[src/rtl/shift_add_mult_ctrl_pkg.sv]
// Shared constants for the iterative 4x4 shift/add multiplier.
// Optional build macro BOOTH_SIGNED_EN selects radix-2 Booth (signed) mode.
package shift_add_mult_ctrl_pkg;

  localparam int MULT_W     = 4;       // operand width, fixed by fourBitAdder
  localparam int ITER_LIMIT = MULT_W;  // one add/shift pair per multiplier bit

  typedef enum logic [1:0] {
    IDLE  = 2'd0,
    ADD   = 2'd1,
    SHIFT = 2'd2,
    DONE  = 2'd3
  } state_t;

endpackage

[src/rtl/shift_add_mult_ctrl_adder.sv]
// fourBitAdder: ripple-carry adder with built-in subtract (a - b = a + ~b + 1).
module fourBitAdder
  import shift_add_mult_ctrl_pkg::*;
(
  input  logic [MULT_W-1:0] a,
  input  logic [MULT_W-1:0] b,
  input  logic              cin0,
  input  logic              subtract,
  output logic [MULT_W-1:0] sum,
  output logic              cout
);

  logic [MULT_W-1:0] b_eff;
  logic [MULT_W:0]   c;

  assign b_eff = b ^ {MULT_W{subtract}};
  assign c[0]  = cin0 ^ subtract;

  for (genvar i = 0; i < MULT_W; i++) begin : g_fa
    assign sum[i]   = a[i] ^ b_eff[i] ^ c[i];
    assign c[i+1]   = (a[i] & b_eff[i]) | (c[i] & (a[i] ^ b_eff[i]));
  end

  assign cout = c[MULT_W];

endmodule

[src/rtl/shift_add_mult_ctrl.sv]
// Iterative 4x4 multiplier: one shared fourBitAdder, WIDTH add/shift passes.
// Define BOOTH_SIGNED_EN for radix-2 Booth signed operation; default is unsigned.
module shift_add_mult_ctrl
  import shift_add_mult_ctrl_pkg::*;
#(
  parameter int WIDTH  = MULT_W,
  parameter int ITER_W = 3
) (
  input  logic               clk,
  input  logic               reset_n,
  input  logic               start,
  input  logic [WIDTH-1:0]   multiplicand,
  input  logic [WIDTH-1:0]   multiplier,
  output logic               busy,
  output logic               done,
  output logic [2*WIDTH-1:0] product
);

  state_t              state, state_nxt;
  logic [WIDTH-1:0]    mcand, hi, lo, sum;
  logic                e, cout, sub, do_op, ext, fill;
  logic [ITER_W-1:0]   count, count_inc;
  logic [2*WIDTH-1:0]  prod_q;

  assign count_inc = count + 1'b1;

`ifdef BOOTH_SIGNED_EN
  logic q;
  // Booth pair {lo[0],q}: 10 subtract, 01 add, 00/11 skip.
  assign sub   = lo[0] & ~q;
  assign do_op = lo[0] ^ q;
  // True sign of the 5-bit sum of sign-extended hi and (possibly inverted) mcand.
  assign ext   = hi[WIDTH-1] ^ (mcand[WIDTH-1] ^ sub) ^ cout;
  assign fill  = e;
`else
  assign sub   = 1'b0;
  assign do_op = lo[0];
  assign ext   = cout;
  assign fill  = 1'b0;
`endif

  fourBitAdder u_add (
    .a        (hi),
    .b        (mcand),
    .cin0     (1'b0),
    .subtract (sub),
    .sum      (sum),
    .cout     (cout)
  );

  // State register.
  always_ff @(posedge clk or negedge reset_n) begin
    if (!reset_n) state <= IDLE;
    else          state <= state_nxt;
  end

  // Next state and handshake outputs; product bypasses to {hi,lo} during DONE
  // so it is valid in the same cycle as the done pulse.
  always_comb begin
    state_nxt = state;
    busy      = 1'b0;
    done      = 1'b0;
    product   = prod_q;
    case (state)
      IDLE:  if (start) state_nxt = ADD;
      ADD:   begin busy = 1'b1; state_nxt = SHIFT; end
      SHIFT: begin
        busy      = 1'b1;
        state_nxt = (count_inc == ITER_W'(ITER_LIMIT)) ? DONE : ADD;
      end
      DONE:  begin
        done      = 1'b1;
        product   = {hi, lo};
        state_nxt = IDLE;
      end
      default: state_nxt = IDLE;
    endcase
  end

  // Datapath: operand latch, conditional accumulate, right shift, result hold.
  always_ff @(posedge clk or negedge reset_n) begin
    if (!reset_n) begin
      mcand  <= '0;
      e      <= 1'b0;
      hi     <= '0;
      lo     <= '0;
      count  <= '0;
      prod_q <= '0;
`ifdef BOOTH_SIGNED_EN
      q      <= 1'b0;
`endif
    end else begin
      case (state)
        IDLE: if (start) begin
          mcand <= multiplicand;
          lo    <= multiplier;
          e     <= 1'b0;
          hi    <= '0;
          count <= '0;
`ifdef BOOTH_SIGNED_EN
          q     <= 1'b0;
`endif
        end
        ADD: if (do_op) begin
          hi <= sum;
          e  <= ext;
        end
        SHIFT: begin
          {e, hi, lo} <= {fill, e, hi, lo[WIDTH-1:1]};
`ifdef BOOTH_SIGNED_EN
          q           <= lo[0];
`endif
          count       <= count_inc;
        end
        DONE: prod_q <= {hi, lo};
        default: ;
      endcase
    end
  end

endmodule

[config.mk]
export PLATFORM = sky130hd
export DESIGN_NAME = shift_add_mult_ctrl
export DESIGN_NICKNAME = d
export VERILOG_FILES = /design/src/rtl/shift_add_mult_ctrl_pkg.sv /design/src/rtl/shift_add_mult_ctrl_adder.sv /design/src/rtl/shift_add_mult_ctrl.sv
export SDC_FILE = /design/constraint.sdc
export NUM_CORES = 1
export LEC_CHECK = 0
export ABC_CLOCK_PERIOD_IN_PS = 5850
export CAP_MARGIN = 20
export CORE_MARGIN = 5
export CORE_UTILIZATION = 30
export DETAILED_ROUTE_END_ITERATION = 8
export DONT_BUFFER_PORTS = 1
export PLACE_DENSITY_LB_ADDON = 0.1
export SLEW_MARGIN = 20
export SYNTH_ARGS = -nofsm -noshare
export SYNTH_HDL_FRONTEND = slang
export SYNTH_HIERARCHICAL = 1
export SYNTH_SLANG_ARGS = --single-unit
[constraint.sdc]
create_clock -name clk -period 5.85 [get_ports clk]
set_clock_uncertainty 0.15 [all_clocks]
set_input_delay 0.8775 -clock clk [delete_from_list [all_inputs] [get_ports clk]]
set_output_delay 0.8775 -clock clk [all_outputs]
set_load 0.02 [all_outputs]
# After elaboration in Yosys (flattened, before gate mapping)
# Index checks and enable logic that the tools add are counted.
# op_classes
addsub,1
eq_ne,6
n_mux,16
bitwise,17
n_reduce_logical,7
# op_table
operator,n
$mux W4,3
$pmux W4 S3,1
$mux W8,1
$pmux W2 S4,1
$pmux W4 S2,1
$and A1 B1 Y1,7
$xor A1 B1 Y1,7
$pmux W3 S2,1
$eq A2 B2 Y1 const B,2
$mux W1,4
$mux W2,2
$ne A2 B2 Y1 const B,2
$reduce_and A2 Y1,2
$add A3 B1 Y3 const B,1
$eq A3 B3 Y1 const B,1
$mux W3,1
$or A1 B1 Y1,3
$pmux W1 S3,1
$reduce_and A3 Y1,1
$reduce_bool A3 Y1,1
$eq A2 B1 Y1 const B,1
$logic_not A2 Y1,1
$reduce_bool A2 Y1,1
$reduce_or A2 Y1,1
# word_totals
regBits,26
inputBits,11
wordCells,54

# Longest topological paths before layout
# depth
depth_word,9
depth_mapped,12
mapped_depth_nobuf,11

# Cells and area by module
# The synthesis kept the hierarchy.
# modules_own_cells
mod,n_inst,cells_per_inst,area_per_inst_um2,seq_area_each_um2
shift_add_mult_ctrl,1,99,1251.2,650.6
fourBitAdder,1,17,176.4,0.0

# Worst setup path after synthesis
# No wires, ideal clock.
# synth_path
kind,register -> register
startpoint,register hi[0]
endpoint,register hi[3]
setup_time_ns,0.125
arrival_ns,2.304
required_time_ns,5.575
slack_ns,3.271
path_stages_with_launch,12
synth_period_minus_slack_ns,2.579
cell_sequence,dfrtp_1 inv_1 fa_1 inv_1 fa_1 inv_1 fa_1 inv_1 fa_1 a22oi_1 nor2b_1 mux2_2
# synth_between
elab_chain_len,8
# synth_lines
element,line_no,source
"start, declared",shift_add_mult_ctrl.sv:20,"logic [WIDTH-1:0] mcand, hi, lo, sum;"
"start signal, assigned",shift_add_mult_ctrl.sv:105,hi <= sum;
"start signal, assigned",shift_add_mult_ctrl.sv:109,"{e, hi, lo} <= {fill, e, hi, lo[WIDTH-1:1]};"
$and A1 B1 Y1 (2 in a row),shift_add_mult_ctrl_adder.sv:21,assign c[i+1] = (a[i] & b_eff[i]) | (c[i] & (a[i] ^ b_eff[i]));
$or A1 B1 Y1,shift_add_mult_ctrl_adder.sv:21,
$and A1 B1 Y1,shift_add_mult_ctrl_adder.sv:21,
$or A1 B1 Y1,shift_add_mult_ctrl_adder.sv:21,
$xor A1 B1 Y1,shift_add_mult_ctrl_adder.sv:20,assign sum[i] = a[i] ^ b_eff[i] ^ c[i];
via sum[3],shift_add_mult_ctrl.sv:20,
$mux W4,shift_add_mult_ctrl.sv:104,ADD: if (do_op) begin
$pmux W4 S3,shift_add_mult_ctrl.sv:93,case (state)
# The timed path passes the listed nets, and every way through them passes these cells. The select of a mux whose other input is x is not followed.
# A chain may end at the register's enable or synchronous reset.

# Final worst setup path
# layout_path
startpoint,register state[1]
endpoint,output port product[5]
# layout_between
elab_chain_len,2
# layout_lines
element,line_no,source
"start, declared",shift_add_mult_ctrl.sv:19,"state_t state, state_nxt;"
"start signal, assigned",shift_add_mult_ctrl.sv:54,else state <= state_nxt;
$eq A2 B2 Y1,shift_add_mult_ctrl.sv:64,case (state)
$mux W8,-,
"end, declared",shift_add_mult_ctrl.sv:16,output logic [2*WIDTH-1:0] product
# No other way between the ends.

==> impl_results.rst <==
.. list-table::
   :header-rows: 1

   * - Metric
     - Value
   * - # resized after CTS
     - 0
   * - Flip-flop cell with the highest count after synthesis
     - sky130_fd_sc_hd__dfrtp_1
   * - Starting density of the core
     - a little under a third
   * - Clock transition at the registers of the reported paths
     - 0.09 ns
   * - Final core utilization
     - 33.0%
   * - Worst EP arrival
     - around 1.8 ns
   * - Compound-gate portion of the synthesized area
     - a little under a tenth
   * - Final GP Congestion
     - approximately 0.7
   * - Filler cell count in the final layout
     - between 400 and 500
   * - Number of enable flip-flop cells after synthesis
     - 0
   * - Number of antenna violations at the first check in global routing
     - 0
   * - Slew @ Worst Pin
     - ~0.74 ns
   * - GR Util All Layers
     - under 10%
   * - Largest family of logic cells by synthesized area
     - multiplexers
   * - Cell at the root of the clock tree
     - sky130_fd_sc_hd__clkbuf_8
   * - Vias after detailed routing
     - 830
   * - Endpoint kind of the worst setup timing path
     - primary output
   * - Met3 Routed Length
     - 163 um
   * - Setup tns final
     - 0 ns
   * - Slowest stage cell on the critical path
     - sky130_fd_sc_hd__ha_1
   * - Min Clock Period, post-route
     - 2.87 ns
   * - CTS tree
     - built
   * - Number of design-rule violations left by the first detailed-router iteration
     - 25
   * - CP startpoint kind
     - flip-flop
   * - Detailed placer's ending HPWL
     - approximately 2000 um
   * - Total power per unit cell area
     - about 560 mW/mm^2
   * - Critical path cell sequence
     - ha_1 -> mux2_2
   * - Netlist area before placement
     - 0.00143 mm^2
   * - Die footprint
     - between 0.006 and 0.007 mm^2
   * - Number of cell rows
     - 25
   * - Post-synthesis simple-gate area fraction
     - between 10% and 20%
   * - Worst vdd rail ir drop
     - about 0.17 mV
   * - Kind of critical path
     - reg2out
   * - Detailed-route vias per instance
     - 4.85
   * - Cell area after layout
     - roughly 0.0015 mm^2
   * - Share of the clock period used by the worst path
     - about half
   * - Number of optimization iterations in the first detailed-route pass
     - 4
   * - Multiplexer share of the synthesized area
     - between 10 and 15%
   * - Number of warnings issued by yosys
     - 6
   * - Adder-cell share of the synthesized area
     - approximately an eighth
   * - CP delay by family, top
     - adder cells
   * - RSZ-0062 raised after global routing
     - no
   * - Maximum achievable frequency
     - 348 MHz
   * - H-tree levels
     - 1
   * - Static leakage
     - between 0.6 and 0.7 nW
   * - IO Port Bufs
     - 0
   * - Diode insertion count for antenna repair
     - 0
   * - Top Ports
     - 21
   * - Maximum Capacitance Violations
     - 0
   * - Count of pins over their slew limit
     - 0
   * - Area Overhead vs Synth
     - 7.71%
   * - Number of clock sinks
     - 26
   * - Type of the most critical hold path
     - in2async
   * - Core Area
     - approximately 0.0047 mm^2
   * - Overall overflow remaining after global route
     - 0
   * - Relative slew slack
     - about 50%
   * - Count of final hold-check violations
     - 0
   * - CTS hold repair buffers
     - 0
   * - Global-route wire length before repair
     - around 4600 um
   * - Largest stage delay on the critical path
     - between 0.6 and 0.7 ns
   * - Crit path buf inv count
     - 0
   * - Top metal layer carrying routed signals
     - met4
   * - Syn_area_per_cell
     - 12.3 um^2
   * - Number of routed nets with antenna violations
     - 0
   * - Post-synthesis async set-or-reset flop share
     - between 90% and 100%
   * - Total of endpoints with negative setup slack in the final report
     - 0
   * - Run status
     - finished, final reports clean
   * - Chip height
     - between 70 and 80 um
   * - Wire length on met1
     - around 1200 um
   * - Maximum number of pins on one net before global-route repair
     - 27
   * - Largest fanout on the critical path
     - 10
   * - Routed wire per std cell
     - ~15 um
   * - Aggregate routed wire length
     - between 2000 and 3000 um
   * - Instance area after placement
     - 0.00147 mm^2
   * - Vias in the first global route
     - 910
   * - Maximum clock insertion buffer count
     - 2
   * - Number of flip-flops and latches in the synthesized netlist
     - 26
   * - Count of mapped cells out of synthesis
     - 116
   * - Post-CTS setup-driven buffer insertion count
     - 0
   * - Total clock buffers created by CTS
     - 3
   * - Drt drc
     - 0
   * - Data required time at the worst endpoint
     - 4.82 ns
   * - Synth cell types
     - 25
   * - Routed met2 length
     - 1190 um
   * - Fin nets
     - 140
   * - Clk Latency, worst-skew pair
     - approximately 0.27 ns
   * - Post-synthesis xor/xnor area fraction
     - between 4 and 5%
   * - Ratio of cells with drive above 1 in the final layout
     - between 20 and 25%
   * - Total Power Consumption
     - 0.863 mW
   * - Die span in x
     - between 70 and 80 um
   * - Part of the Yosys area used for sequential elements
     - a little under half
## final timing paths
path	startpoint	end	slack [ns]	cells after the start
min reg2reg	count[2]	count[2]	0.35	2
min	reset_n	mcand[3]	0.14	0
max	state[1]	product[5]	2.98	2
max reg2reg	hi[0]	hi[3]	3.13	11
min in group clk	count[2]	count[2]	0.35	2
max in group asynchronous	reset_n	mcand[0]	5.34	0
## power breakdown
group          leakage, nW  internal, mW  switching, mW
clock               0.0357        0.0915         0.0587
combinational        0.321         0.184          0.227
sequential           0.337         0.251         0.0504
## logic make-up after synthesis
family | after synthesis
AOI/OAI and AO/OA | 19
xor gates and xnor gates | 5
adders and majority gates | 11
buffers and inverters | 15
DFF | 26
muxes | 18
other | 1
and+or+nand+nor | 21
## synthesized netlist by cell type, drive strengths merged (4+ instances only)
cell type  count  area, um^2
a21oi          6        30.0
mux2          16         180
buf            4        32.5
inv           11        41.3
a221o          4        40.0
dfrtp         26         651
o21ai          4        20.0
nand2          5        18.8
fa             4        80.1
nand2b         4        32.5
nor2b          6        45.0
a22oi          4        30.0
ha             7        87.6
## routing by layer
layer,track usage (%),vias up
met5,0,-
met4,3.61,0
met3,2.83,2
met2,14.9,16
met1,12.5,418
li1,-,394
## stage by stage
stage	instances	worst slack, ns	hold slack [ns]
2_1_floorplan	117	3.27	0.300
3_3_place_gp	167	3.15	0.314
3_5_place_dp	167	3.12	0.335
4_1_cts	171	2.93	0.129
5_1_grt	171	2.86	0.114
6_report	171	2.98	0.140
## sequential cells by signal (all words and copies together) (netlist names)
signal  cells
count       3
e           1
hi          4
lo          4
mcand       4
prod_q      8
state       2
## final cells by class
cell class	instances	area, um^2	share of cell area (%)
Multi-Input combinational cell	76	707	46.0
Sequential cell	26	651	42.3
Tap cell	54	67.6	4.39
Clock buffer	3	41.3	2.69
Inverter	11	41.3	2.69
Clock inverter	1	30.0	1.95
## placed cells by master, fill, tap and decap left out
cell type and count:
sky130_fd_sc_hd__mux2i_1 2, sky130_fd_sc_hd__bufinv_16 1, sky130_fd_sc_hd__nand2b_1 3, sky130_fd_sc_hd__nor2b_4 1, sky130_fd_sc_hd__ha_1 7, sky130_fd_sc_hd__mux2_2 16
sky130_fd_sc_hd__inv_1 11, sky130_fd_sc_hd__nand2_1 5, sky130_fd_sc_hd__fa_1 4, sky130_fd_sc_hd__o21ai_0 4, sky130_fd_sc_hd__a21oi_1 6, sky130_fd_sc_hd__a22oi_1 4
sky130_fd_sc_hd__xnor2_1 3, sky130_fd_sc_hd__a221o_1 4, sky130_fd_sc_hd__nor3_4 1, sky130_fd_sc_hd__nor3b_1 1, sky130_fd_sc_hd__nand3_1 3, sky130_fd_sc_hd__nor2b_1 5
sky130_fd_sc_hd__nand2b_4 1, sky130_fd_sc_hd__a22o_1 1, sky130_fd_sc_hd__and2_4 1, sky130_fd_sc_hd__xor2_2 2, sky130_fd_sc_hd__clkbuf_8 3, sky130_fd_sc_hd__conb_1 2
sky130_fd_sc_hd__dfrtp_1 26
Power figures use the tool's default switching activity.
